[src/rtl/multdiv_issue_ctrl_pkg.sv]
`default_nettype none
// ============================================================================
// Module   : multdiv_issue_ctrl_pkg
// Purpose  : Shared encodings for the mul/div issue controller: FSM states,
//            operation kind and the exception writeback constants.
// Revision : 1.0 - initial release
// ============================================================================
package multdiv_issue_ctrl_pkg;

  // FSM state encoding
  localparam logic [1:0] c_st_idle  = 2'd0;
  localparam logic [1:0] c_st_start = 2'd1;
  localparam logic [1:0] c_st_busy  = 2'd2;
  localparam logic [1:0] c_st_done  = 2'd3;

  typedef enum logic [1:0] {
    ST_IDLE  = c_st_idle,
    ST_START = c_st_start,
    ST_BUSY  = c_st_busy,
    ST_DONE  = c_st_done
  } state_t;

  // Operation kind held for the duration of one operation
  typedef enum logic {
    KIND_MULT = 1'b0,
    KIND_DIV  = 1'b1
  } op_kind_t;

  // Exception writeback target and codes
  localparam int c_rstatus_reg   = 30;
  localparam int c_mult_exc_code = 4;
  localparam int c_div_exc_code  = 5;

  // Default watchdog limit in BUSY cycles
  localparam int c_timeout       = 40;

endpackage
`default_nettype wire

[src/rtl/multdiv_issue_ctrl_if.sv]
`default_nettype none
// ============================================================================
// Module   : multdiv_issue_ctrl_if
// Purpose  : Bundles the X-stage issue inputs, the mul/div unit handshake and
//            the writeback/stall outputs of the issue controller.
//            slave  = controller view, master = pipeline/unit view.
// Revision : 1.0 - initial release
// ============================================================================
interface multdiv_issue_ctrl_if #(
  parameter int WIDTH      = 32,
  parameter int REG_ADDR_W = 5
);
  // X-stage issue
  logic                  issue_valid;
  logic                  is_mult;
  logic                  is_div;
  logic                  flush;
  logic [WIDTH-1:0]      op_a;
  logic [WIDTH-1:0]      op_b;
  logic [REG_ADDR_W-1:0] op_rd;
  // Unit side
  logic [WIDTH-1:0]      md_operandA;
  logic [WIDTH-1:0]      md_operandB;
  logic                  ctrl_MULT;
  logic                  ctrl_DIV;
  logic [WIDTH-1:0]      md_result;
  logic                  md_exception;
  logic                  md_resultRDY;
  // Pipeline control and writeback
  logic                  stall;
  logic                  wb_valid;
  logic                  wb_we;
  logic [REG_ADDR_W-1:0] wb_rd;
  logic [WIDTH-1:0]      wb_data;
  logic                  busy;

  modport slave (
    input  issue_valid, is_mult, is_div, flush, op_a, op_b, op_rd,
    input  md_result, md_exception, md_resultRDY,
    output md_operandA, md_operandB, ctrl_MULT, ctrl_DIV,
    output stall, wb_valid, wb_we, wb_rd, wb_data, busy
  );

  modport master (
    output issue_valid, is_mult, is_div, flush, op_a, op_b, op_rd,
    output md_result, md_exception, md_resultRDY,
    input  md_operandA, md_operandB, ctrl_MULT, ctrl_DIV,
    input  stall, wb_valid, wb_we, wb_rd, wb_data, busy
  );

endinterface
`default_nettype wire

[src/rtl/multdiv_operand_latch.sv]
`default_nettype none
// ============================================================================
// Module   : multdiv_operand_latch
// Purpose  : Enable-loaded holding register for operand A/B, destination
//            register and operation kind. Loaded once at issue and held
//            stable while the iterative unit re-reads the operands.
// Revision : 1.0 - initial release
// ============================================================================
module multdiv_operand_latch
  import multdiv_issue_ctrl_pkg::*;
#(
  parameter int WIDTH      = 32,
  parameter int REG_ADDR_W = 5
) (
  input  wire logic                  clock,
  input  wire logic                  reset,
  input  wire logic                  load,
  input  wire logic [WIDTH-1:0]      op_a,
  input  wire logic [WIDTH-1:0]      op_b,
  input  wire logic [REG_ADDR_W-1:0] op_rd,
  input  wire op_kind_t              kind_d,
  output      logic [WIDTH-1:0]      op_a_q,
  output      logic [WIDTH-1:0]      op_b_q,
  output      logic [REG_ADDR_W-1:0] rd_q,
  output      op_kind_t              kind_q
);

  // Capture the issuing instruction's operands; hold otherwise
  always_ff @(posedge clock or posedge reset) begin
    if (reset) begin
      op_a_q <= '0;
      op_b_q <= '0;
      rd_q   <= '0;
      kind_q <= KIND_MULT;
    end else if (load) begin
      op_a_q <= op_a;
      op_b_q <= op_b;
      rd_q   <= op_rd;
      kind_q <= kind_d;
    end
  end

endmodule
`default_nettype wire

[src/rtl/multdiv_issue_ctrl.sv]
`default_nettype none
// ============================================================================
// Module   : multdiv_issue_ctrl
// Purpose  : Issue/writeback controller in front of the iterative mul/div
//            unit. Latches X-stage operands, pulses the start strobe, stalls
//            the pipeline until the unit is ready and emits one writeback
//            (to rd, or to $rstatus on exception).
// Options  : MULTDIV_WATCHDOG_EN - BUSY watchdog forcing an exception
//            writeback after TIMEOUT cycles without md_resultRDY.
// Revision : 1.0 - initial release
// ============================================================================
module multdiv_issue_ctrl
  import multdiv_issue_ctrl_pkg::*;
#(
  parameter int WIDTH         = 32,
  parameter int REG_ADDR_W    = 5,
  parameter int RSTATUS_REG   = c_rstatus_reg,
  parameter int MULT_EXC_CODE = c_mult_exc_code,
`ifdef MULTDIV_WATCHDOG_EN
  parameter int TIMEOUT       = c_timeout,
`endif
  parameter int DIV_EXC_CODE  = c_div_exc_code
) (
  input wire logic             clock,
  input wire logic             reset,
  multdiv_issue_ctrl_if.slave  bus
);

  state_t                r_state;
  state_t                w_state_nxt;
  logic                  w_accept;
  op_kind_t              w_kind_d;
  op_kind_t              w_kind_q;
  logic [WIDTH-1:0]      w_op_a_q;
  logic [WIDTH-1:0]      w_op_b_q;
  logic [REG_ADDR_W-1:0] w_rd_q;
  logic                  w_capture;
  logic                  w_exc_d;
  logic [WIDTH-1:0]      r_result;
  logic                  r_exc;

  // A mul/div in X is accepted only from IDLE; mul wins if both flags are set
  assign w_accept = (r_state == ST_IDLE) & bus.issue_valid & (bus.is_mult | bus.is_div);
  assign w_kind_d = bus.is_mult ? KIND_MULT : KIND_DIV;

  multdiv_operand_latch #(
    .WIDTH      (WIDTH),
    .REG_ADDR_W (REG_ADDR_W)
  ) u_operand_latch (
    .clock  (clock),
    .reset  (reset),
    .load   (w_accept),
    .op_a   (bus.op_a),
    .op_b   (bus.op_b),
    .op_rd  (bus.op_rd),
    .kind_d (w_kind_d),
    .op_a_q (w_op_a_q),
    .op_b_q (w_op_b_q),
    .rd_q   (w_rd_q),
    .kind_q (w_kind_q)
  );

  // Held operands drive the unit directly so they stay put for every iteration
  assign bus.md_operandA = w_op_a_q;
  assign bus.md_operandB = w_op_b_q;

`ifdef MULTDIV_WATCHDOG_EN
  localparam int c_wd_w = $clog2(TIMEOUT + 1);

  logic [c_wd_w-1:0] r_wd_cnt;
  logic              w_wd_expired;

  // Count BUSY cycles; START clears so each operation gets a full budget
  always_ff @(posedge clock or posedge reset) begin
    if (reset) begin
      r_wd_cnt <= '0;
    end else if (r_state == ST_START) begin
      r_wd_cnt <= '0;
    end else if ((r_state == ST_BUSY) && !w_wd_expired) begin
      r_wd_cnt <= r_wd_cnt + 1'b1;
    end
  end

  // Last permitted BUSY cycle is the TIMEOUT-th one
  assign w_wd_expired = (r_wd_cnt == c_wd_w'(TIMEOUT - 1));
`endif

  // State register
  always_ff @(posedge clock or posedge reset) begin
    if (reset) begin
      r_state <= ST_IDLE;
    end else begin
      r_state <= w_state_nxt;
    end
  end

  // Capture the unit's result and exception on the ready (or timeout) edge
  always_ff @(posedge clock or posedge reset) begin
    if (reset) begin
      r_result <= '0;
      r_exc    <= 1'b0;
    end else if (w_capture) begin
      r_result <= bus.md_result;
      r_exc    <= w_exc_d;
    end
  end

  // Next-state and output decode
  always_comb begin
    w_state_nxt   = r_state;
    w_capture     = 1'b0;
    w_exc_d       = bus.md_exception;
    bus.stall     = 1'b0;
    bus.ctrl_MULT = 1'b0;
    bus.ctrl_DIV  = 1'b0;
    bus.wb_valid  = 1'b0;
    bus.wb_we     = 1'b0;
    bus.wb_rd     = '0;
    bus.wb_data   = '0;
    bus.busy      = (r_state != ST_IDLE);

    case (r_state)
      ST_IDLE: begin
        // Reset forces every output low, even with an issue pending
        bus.stall = w_accept & ~reset;
        if (w_accept) begin
          w_state_nxt = ST_START;
        end
      end

      ST_START: begin
        // md_resultRDY still reflects the previous operation here; ignore it
        bus.stall     = 1'b1;
        bus.ctrl_MULT = ~bus.flush & (w_kind_q == KIND_MULT);
        bus.ctrl_DIV  = ~bus.flush & (w_kind_q == KIND_DIV);
        w_state_nxt   = bus.flush ? ST_IDLE : ST_BUSY;
      end

      ST_BUSY: begin
        bus.stall = 1'b1;
        if (bus.flush) begin
          w_state_nxt = ST_IDLE;
        end else if (bus.md_resultRDY) begin
          w_state_nxt = ST_DONE;
          w_capture   = 1'b1;
        end
`ifdef MULTDIV_WATCHDOG_EN
        else if (w_wd_expired) begin
          w_state_nxt = ST_DONE;
          w_capture   = 1'b1;
          w_exc_d     = 1'b1;
        end
`endif
      end

      ST_DONE: begin
        bus.wb_valid = 1'b1;
        if (r_exc) begin
          bus.wb_rd   = REG_ADDR_W'(RSTATUS_REG);
          bus.wb_we   = 1'b1;
          bus.wb_data = (w_kind_q == KIND_DIV) ? WIDTH'(DIV_EXC_CODE)
                                               : WIDTH'(MULT_EXC_CODE);
        end else begin
          bus.wb_rd   = w_rd_q;
          bus.wb_we   = |w_rd_q;
          bus.wb_data = r_result;
        end
        w_state_nxt = ST_IDLE;
      end

      default: w_state_nxt = ST_IDLE;
    endcase
  end

endmodule
`default_nettype wire

[src/flat_wrapper.sv]
// flat-port wrapper written by rule: the top's interface ports become plain ports
module multdiv_issue_ctrl_flat import multdiv_issue_ctrl_pkg::*;
#(
  parameter int WIDTH         = 32,
  parameter int REG_ADDR_W    = 5,
  parameter int RSTATUS_REG   = c_rstatus_reg,
  parameter int MULT_EXC_CODE = c_mult_exc_code,

  parameter int DIV_EXC_CODE  = c_div_exc_code
)
  (clock, reset, bus_issue_valid, bus_is_mult, bus_is_div, bus_flush, bus_op_a, bus_op_b, bus_op_rd, bus_md_result, bus_md_exception, bus_md_resultRDY, bus_md_operandA, bus_md_operandB, bus_ctrl_MULT, bus_ctrl_DIV, bus_stall, bus_wb_valid, bus_wb_we, bus_wb_rd, bus_wb_data, bus_busy);
  multdiv_issue_ctrl_if #(.WIDTH(WIDTH), .REG_ADDR_W(REG_ADDR_W)) bus_i ();
  input wire logic clock;
  input wire logic reset;
  input wire logic [$bits(bus_i.issue_valid)-1:0] bus_issue_valid;
  input wire logic [$bits(bus_i.is_mult)-1:0] bus_is_mult;
  input wire logic [$bits(bus_i.is_div)-1:0] bus_is_div;
  input wire logic [$bits(bus_i.flush)-1:0] bus_flush;
  input wire logic [$bits(bus_i.op_a)-1:0] bus_op_a;
  input wire logic [$bits(bus_i.op_b)-1:0] bus_op_b;
  input wire logic [$bits(bus_i.op_rd)-1:0] bus_op_rd;
  input wire logic [$bits(bus_i.md_result)-1:0] bus_md_result;
  input wire logic [$bits(bus_i.md_exception)-1:0] bus_md_exception;
  input wire logic [$bits(bus_i.md_resultRDY)-1:0] bus_md_resultRDY;
  output wire logic [$bits(bus_i.md_operandA)-1:0] bus_md_operandA;
  output wire logic [$bits(bus_i.md_operandB)-1:0] bus_md_operandB;
  output wire logic [$bits(bus_i.ctrl_MULT)-1:0] bus_ctrl_MULT;
  output wire logic [$bits(bus_i.ctrl_DIV)-1:0] bus_ctrl_DIV;
  output wire logic [$bits(bus_i.stall)-1:0] bus_stall;
  output wire logic [$bits(bus_i.wb_valid)-1:0] bus_wb_valid;
  output wire logic [$bits(bus_i.wb_we)-1:0] bus_wb_we;
  output wire logic [$bits(bus_i.wb_rd)-1:0] bus_wb_rd;
  output wire logic [$bits(bus_i.wb_data)-1:0] bus_wb_data;
  output wire logic [$bits(bus_i.busy)-1:0] bus_busy;
  assign bus_i.issue_valid = bus_issue_valid;
  assign bus_i.is_mult = bus_is_mult;
  assign bus_i.is_div = bus_is_div;
  assign bus_i.flush = bus_flush;
  assign bus_i.op_a = bus_op_a;
  assign bus_i.op_b = bus_op_b;
  assign bus_i.op_rd = bus_op_rd;
  assign bus_i.md_result = bus_md_result;
  assign bus_i.md_exception = bus_md_exception;
  assign bus_i.md_resultRDY = bus_md_resultRDY;
  assign bus_md_operandA = bus_i.md_operandA;
  assign bus_md_operandB = bus_i.md_operandB;
  assign bus_ctrl_MULT = bus_i.ctrl_MULT;
  assign bus_ctrl_DIV = bus_i.ctrl_DIV;
  assign bus_stall = bus_i.stall;
  assign bus_wb_valid = bus_i.wb_valid;
  assign bus_wb_we = bus_i.wb_we;
  assign bus_wb_rd = bus_i.wb_rd;
  assign bus_wb_data = bus_i.wb_data;
  assign bus_busy = bus_i.busy;
  multdiv_issue_ctrl #(.WIDTH(WIDTH), .REG_ADDR_W(REG_ADDR_W), .RSTATUS_REG(RSTATUS_REG), .MULT_EXC_CODE(MULT_EXC_CODE), .DIV_EXC_CODE(DIV_EXC_CODE)) u_core (.clock(clock), .reset(reset), .bus(bus_i));
endmodule
[config.mk]
export PLATFORM = sky130hd
export DESIGN_NAME = multdiv_issue_ctrl_flat
export DESIGN_NICKNAME = d
export VERILOG_FILES = /design/src/rtl/multdiv_issue_ctrl_pkg.sv /design/src/rtl/multdiv_issue_ctrl_if.sv /design/src/rtl/multdiv_operand_latch.sv /design/src/rtl/multdiv_issue_ctrl.sv /design/src/flat_wrapper.sv
export SDC_FILE = /design/constraint.sdc
export NUM_CORES = 1
export LEC_CHECK = 0
export ABC_AREA = 1
export CAP_MARGIN = 20
export CORE_MARGIN = 2
export CORE_UTILIZATION = 45
export CTS_CLUSTER_DIAMETER = 60
export DETAILED_ROUTE_END_ITERATION = 12
export DONT_BUFFER_PORTS = 1
export GPL_ROUTABILITY_DRIVEN = 0
export MAX_ROUTING_LAYER = met4
export PLACE_DENSITY_LB_ADDON = 0.15
export SLEW_MARGIN = 10
export SYNTH_ARGS = -nofsm -noshare
export SYNTH_HDL_FRONTEND = slang
export SYNTH_SLANG_ARGS = --single-unit
[constraint.sdc]
create_clock -name clock -period 6.2 [get_ports clock]
set_input_delay 0.31 -clock clock [delete_from_list [all_inputs] [get_ports clock]]
set_output_delay 0.31 -clock clock [all_outputs]
set_load 0.05 [all_outputs]
==> impl_metrics.toml, run 1 <==
[run_status]
outcome = "completed"

[min_path]
whs_endpoint = "u_core.u_operand_latch.op_a_q[29]$_DFFE_PP0P_"
worstHoldStart = "bus_op_a[29]"
whs_path_depth = 2
hold_class = "input pin to register"

[setup_path]
crit_type = "register to output pin"
r2r_start = "u_core.r_state[0]$_DFFE_PP0P_"
cp_top_family = "simple AND/OR/NAND/NOR gates"
worstPathMaxFanout = 31
worst_setup_path_start_kind = "register"
cp.arrival_ps = 3030
ff2ff_setup_slack_ps = 4200
rr_worst_depth = 7
critPathBufInv = 0
r2r_end = "u_core.u_operand_latch.op_a_q[12]$_DFFE_PP0P_"
slowest_stage = "nor2_1"
path_cells = "ha_1, nand2_1, nor2_1"
crit_required_ps = 5890
cp-end-kind = "output pin"
max_stage_delay_ps = 930

[detailed_routing]
drtIter0Drc = 121
dr.pass1.iters = 5
drc_errors = 0
wire_per_inst_um = 14.5
detail-route-antenna-nets = 0
viasPerCell = 4.77
num_vias = 3103
routed_wl_um = 9450

[die]
die_h_um = 103
ioPinCount = 216
rows = 36
core-area_um2 = 9640
start_util_pct = 45.7
dieArea_um2 = 10600
die_w_um = 103

[global_routing]
grt_pass1_vias = 2980
grt.total_usage_pct = 18.1
grt-ovfl-total = 0
antenna_found_initial = 0
grt_max_degree = 74
grt_pass1_wl_um = 14100

[layout]
finish.utilization_pct = 48.3
fin_nets = 627
syn_to_final_growth_pct = 5.68
final_cell_mix = "nand2_1, dfrtp_1, nor2_1, inv_1, a21oi_1"
final.fill_count = 970
drive_gt1_share_pct = 5.03
antenna-diode-count = 0
layout_commonest_cell = "nand2_1"

[clock_network]
cts_buffers = 9
cts_resized = 0
cts_root_buf = "clkbuf_8"
cts_tree = "yes"
post-cts-setup-buffers = 0
cts_buffer_depth = 2
clk_pin_slew_ps = 100
numClockSinks = 105
h-tree-depth = 3
ctsHoldBuffers = 1
clock_latency_ps = 360

[timing]
worstMarginPinSlew_ps = 1130
period_share_pct = 53.8
period_minus_slack_ps = 3340
drv_slew = 0
hold_viol_final = 0
fmax_mhz = 300
setup_viol = 0
slew-limit-headroom_pct = 24.7
fin_tns_setup_ps = 0
fin_skew_ps = 9.76
rsz0062_at_grt = "false"

[logic_synthesis]
ys_ff_latch = 105
syn_avg_cell_area_um2 = 8.44
synth_cell_type_count = 18
ys_seq_area_share_pct = 59.6
syn_inst = 522
ys_warn_count = 0
synth_fp_nets = 636
synth_area_um2 = 4410

[power]
p_seq_share_pct = 62.0
vdd_drop_max_v = 0.000362
pwr_density_cell_nw_per_um2 = 653
p_switching_mw = 1.64
internal-power_mw = 1.39
combinationalPowerShare_pct = 24.3
p_leak_nw = 2.61
switching_share_pct = 54.1
clkPwrFrac_pct = 13.7

[placed_design]
io_buffers = 0
dp_hpwl_um = 6700

[run]
cap_violations = 0
==> worst reg2reg max path: cells and delay by family (launching register included) <==
kind	cells	cell delay [ps]
AO/OA/AOI/OAI	1	150
adder cells (fa/ha/maj)	1	240
AND/OR/NAND/NOR	3	450
flip-flops	1	420
buffers and inverters	2	700
==> synthesized netlist by cell type (all sizes together) <==
cell / n / share of area [%]
o21ai: 9 / 1.0
nand3: 3 / 0.34
nor2: 70 / 6.0
buf: 21 / 3.9
clkbuf: 4 / 0.34
a21o: 1 / 0.17
nand4: 1 / 0.14
dfrtp: 105 / 60
nand2: 214 / 18
or2: 1 / 0.14
a21oi: 38 / 4.4
inv: 50 / 4.3
ha: 5 / 1.4
==> how the worst max path moves through the flow <==
stage | from | endpoint | cells after the start
3_5_place_dp | u_core.r_state[1]$_DFFE_PP0P_ | bus_wb_data[21] | 3
3_3_place_gp | u_core.r_state[0]$_DFFE_PP0P_ | bus_wb_data[29] | 3
4_1_cts | u_core.r_state[1]$_DFFE_PP0P_ | bus_wb_data[21] | 3
2_1_floorplan | reset | bus_stall | 3
5_1_grt | u_core.r_state[0]$_DFFE_PP0P_ | bus_wb_data[28] | 3
6_report | u_core.r_state[0]$_DFFE_PP0P_ | bus_wb_data[25] | 3
==> area by class of cell <==
class	instances	area, um^2	area share, %
Sequential cell	105	2630	56.4
Clock inverter	5	56.3	1.21
Multi-Input combinational cell	342	1420	30.5
Inverter	50	190	4.08
Timing Repair Buffer	5	60.1	1.29
Clock buffer	10	138	2.95
Tap cell	133	166	3.57
==> layer usage <==
metal | GRT usage [%] | up-vias | wire length, um | part of all wire, %
met3 | 5.90 | 10 | 842 | 8.9
met2 | 28.5 | 131 | 4510 | 48
met5 | - | - | 0 | 0
met1 | 21.3 | 1428 | 3970 | 42
li1 | - | 1534 | - | -
met4 | 8.30 | 0 | 129 | 1.4
==> flip-flops by register name, summed over array words and instances, names as in the netlist <==
signal,count
u_core.u_operand_latch.kind_q,1
u_core.r_state,2
u_core.r_result,32
u_core.u_operand_latch.op_a_q,32
u_core.u_operand_latch.rd_q,5
u_core.r_exc,1
u_core.u_operand_latch.op_b_q,32
==> power by group through the flow <==
stage,Combinational [mW],Sequential [mW],Clock (mW)
CTS,0.751,1.89,0.435
floorplan,0.662,1.84,0
finish,0.738,1.89,0.417
global placement,0.722,1.90,0
global route,0.855,1.93,0.459
detailed placement,0.754,1.90,0
==> cells by family (layout without fill, tap and decap cells) <==
family          count (synthesis)  count (layout)  share of synthesized area (%)
fa+ha+maj                       5               5                           1.42
simple gates                  289             289                           24.9
buf+inv                        75              70                           8.52
flops                         105             105                           59.6
compound gates                 48              48                           5.59
==> per-stage QoR <==
stage	instances	total power [mW]	area (um^2)	setup WS (ps)	hold WS [ps]
global placement	633	2.62	4430	3340	279
global route	650	3.24	4660	2610	25.4
CTS	650	3.08	4660	2830	24.8
floorplan	522	2.51	4410	2420	420
finish	650	3.04	4660	2860	47.5
detailed placement	634	2.65	4450	3250	285
Power figures use the tool's default switching activity.
==> inputs of run 2 (changes only) <==
--- a/config.mk
+++ b/config.mk
@@ -5,7 +5,7 @@
 export SDC_FILE = /design/constraint.sdc
 export NUM_CORES = 1
 export LEC_CHECK = 0
-export ABC_AREA = 1
+export ABC_AREA = 0
 export CAP_MARGIN = 20
 export CORE_MARGIN = 2
 export CORE_UTILIZATION = 45
==> constraint.sdc (replaced) <==
create_clock -name clock -period 3.1 [get_ports clock]
set_input_delay 0.155 -clock clock [delete_from_list [all_inputs] [get_ports clock]]
set_output_delay 0.155 -clock clock [all_outputs]
set_load 0.05 [all_outputs]
==> impl_metrics.toml, run 2 <==
[die]
ioPinCount = 216
rows = 36
die_w_um = 103
die_h_um = 103
start_util_pct = 45.7

[logic_synthesis]
synth_xor_area_share_pct = 0
synth_top_family_by_area = "multiplexers"
yosys-top-cells-area = "dfrtp_1, mux2_2, and2_1, buf_6, mux2_4"
ys_warn_count = 0
async_reset_ff_share_pct = 100
synth_edf_count = 0
synth-simple-area-share_pct = 5.85
syn_inst = 289
synth_compound_area_share_pct = 2.53
synth_area_um2 = 4410
ys_seq_area_share_pct = 59.6
synth_mux_area_share_pct = 27.0
synthTopCellsByCount = "dfrtp_1, mux2_2, and2_1"
yosysTopAreaCell = "dfrtp_1"
synth_ff_type = "dfrtp_1"
syn_avg_cell_area_um2 = 15.2
synth_top_area_share_pct = 59.6
ys_ff_latch = 105
synth_fp_nets = 403
synth_cell_type_count = 26
yosys.area_share.adder_pct = 1.42
synth_most_common_cell = "dfrtp_1"

[run_status]
lastStage = "4_1_cts"
error_line = "[ERROR RSZ-0060] Max buffer count reached."
outcome = "stopped before the end"

[clock_network]
h-tree-depth = 3
cts_buffers = 9
cts_root_buf = "clkbuf_8"
ctsHoldBuffers = 101
cts_buffer_depth = 2
cts_resized = 0
numClockSinks = 105
post-cts-setup-buffers = 0

[placed_design]
io_buffers = 0
dp_hpwl_um = 6300
dp.cells = 444
post-place-ws_ps = 998
-- run 2: cell types whose count changed after synthesis, moves of 5 or more --
cell     before  now
a21oi_1      37    0
and2_1        0   31
buf_2         9    2
inv_1        49    5
mux2_2        0   96
mux2_4        0    6
nand2_1     213    1
nor2_1       70    3
o21a_1        0    5
o21ai_0       9    1
-- run 2: kinds of logic after synthesis --
family / count (synthesis)
and+or+nand+nor: 42
AOI/OAI and AO/OA: 13
muxes: 104
adders and majority gates: 5
DFF: 105
buffers and inverters: 20
-- run 2: through the flow --
stage               hold slack, ps  area (um^2)
floorplan                      252         4410
global placement               170         4730
detailed placement             191         4730
==> inputs of run 3 (changes only) <==
--- a/config.mk
+++ b/config.mk
@@ -8,12 +8,10 @@
 export ABC_AREA = 0
 export CAP_MARGIN = 20
 export CORE_MARGIN = 2
-export CORE_UTILIZATION = 45
-export CTS_CLUSTER_DIAMETER = 60
+export CORE_UTILIZATION = 30
 export DETAILED_ROUTE_END_ITERATION = 12
 export DONT_BUFFER_PORTS = 1
 export GPL_ROUTABILITY_DRIVEN = 0
-export MAX_ROUTING_LAYER = met4
 export PLACE_DENSITY_LB_ADDON = 0.15
 export SLEW_MARGIN = 10
 export SYNTH_ARGS = -nofsm -noshare
==> impl_metrics.toml, run 3 <==
[run_status]
outcome = "stopped before the end"
lastStage = "4_1_cts"
error_line = "[ERROR RSZ-0060] Max buffer count reached."

[die]
start_util_pct = 30.5
rows = 44
die_w_um = 125
ioPinCount = 216
die_h_um = 125

[logic_synthesis]
ys_warn_count = 0
synth_top_area_share_pct = 59.6
synth_ff_type = "dfrtp_1"
synth_edf_count = 0
syn_inst = 289
synth_most_common_cell = "dfrtp_1"
synthTopCellsByCount = "dfrtp_1, mux2_2, and2_1"
ys_seq_area_share_pct = 59.6
synth_fp_nets = 403
synth_cell_type_count = 26
yosys-top-cells-area = "dfrtp_1, mux2_2, and2_1, buf_6, mux2_4"
async_reset_ff_share_pct = 100
ys_ff_latch = 105
syn_avg_cell_area_um2 = 15.2
yosysTopAreaCell = "dfrtp_1"
synth_area_um2 = 4410

[placed_design]
dp_hpwl_um = 7110
io_buffers = 0

[clock_network]
cts_buffers = 9
h-tree-depth = 3
post-cts-setup-buffers = 0
cts_buffer_depth = 2
ctsHoldBuffers = 103
cts_root_buf = "clkbuf_16"
cts_resized = 0
numClockSinks = 105
==> run 3: cell counts after synthesis <==
Identical to the previous run, type by type.
==> run 3: metrics by stage <==
step / setup slack [ps] / std cells / area, um^2 / util, %
floorplan: 184 / 289 / 4410 / -
global placement: 1050 / 496 / 5190 / 36.0
detailed placement: 999 / 496 / 5190 / 36.0
==> run 3: cells by family after synthesis <==
group | synth area share (%)
muxes | 27.0
DFF | 59.6
adders and majority gates | 1.42
and+or+nand+nor | 5.85
buffers and inverters | 3.52
AOI/OAI and AO/OA | 2.53
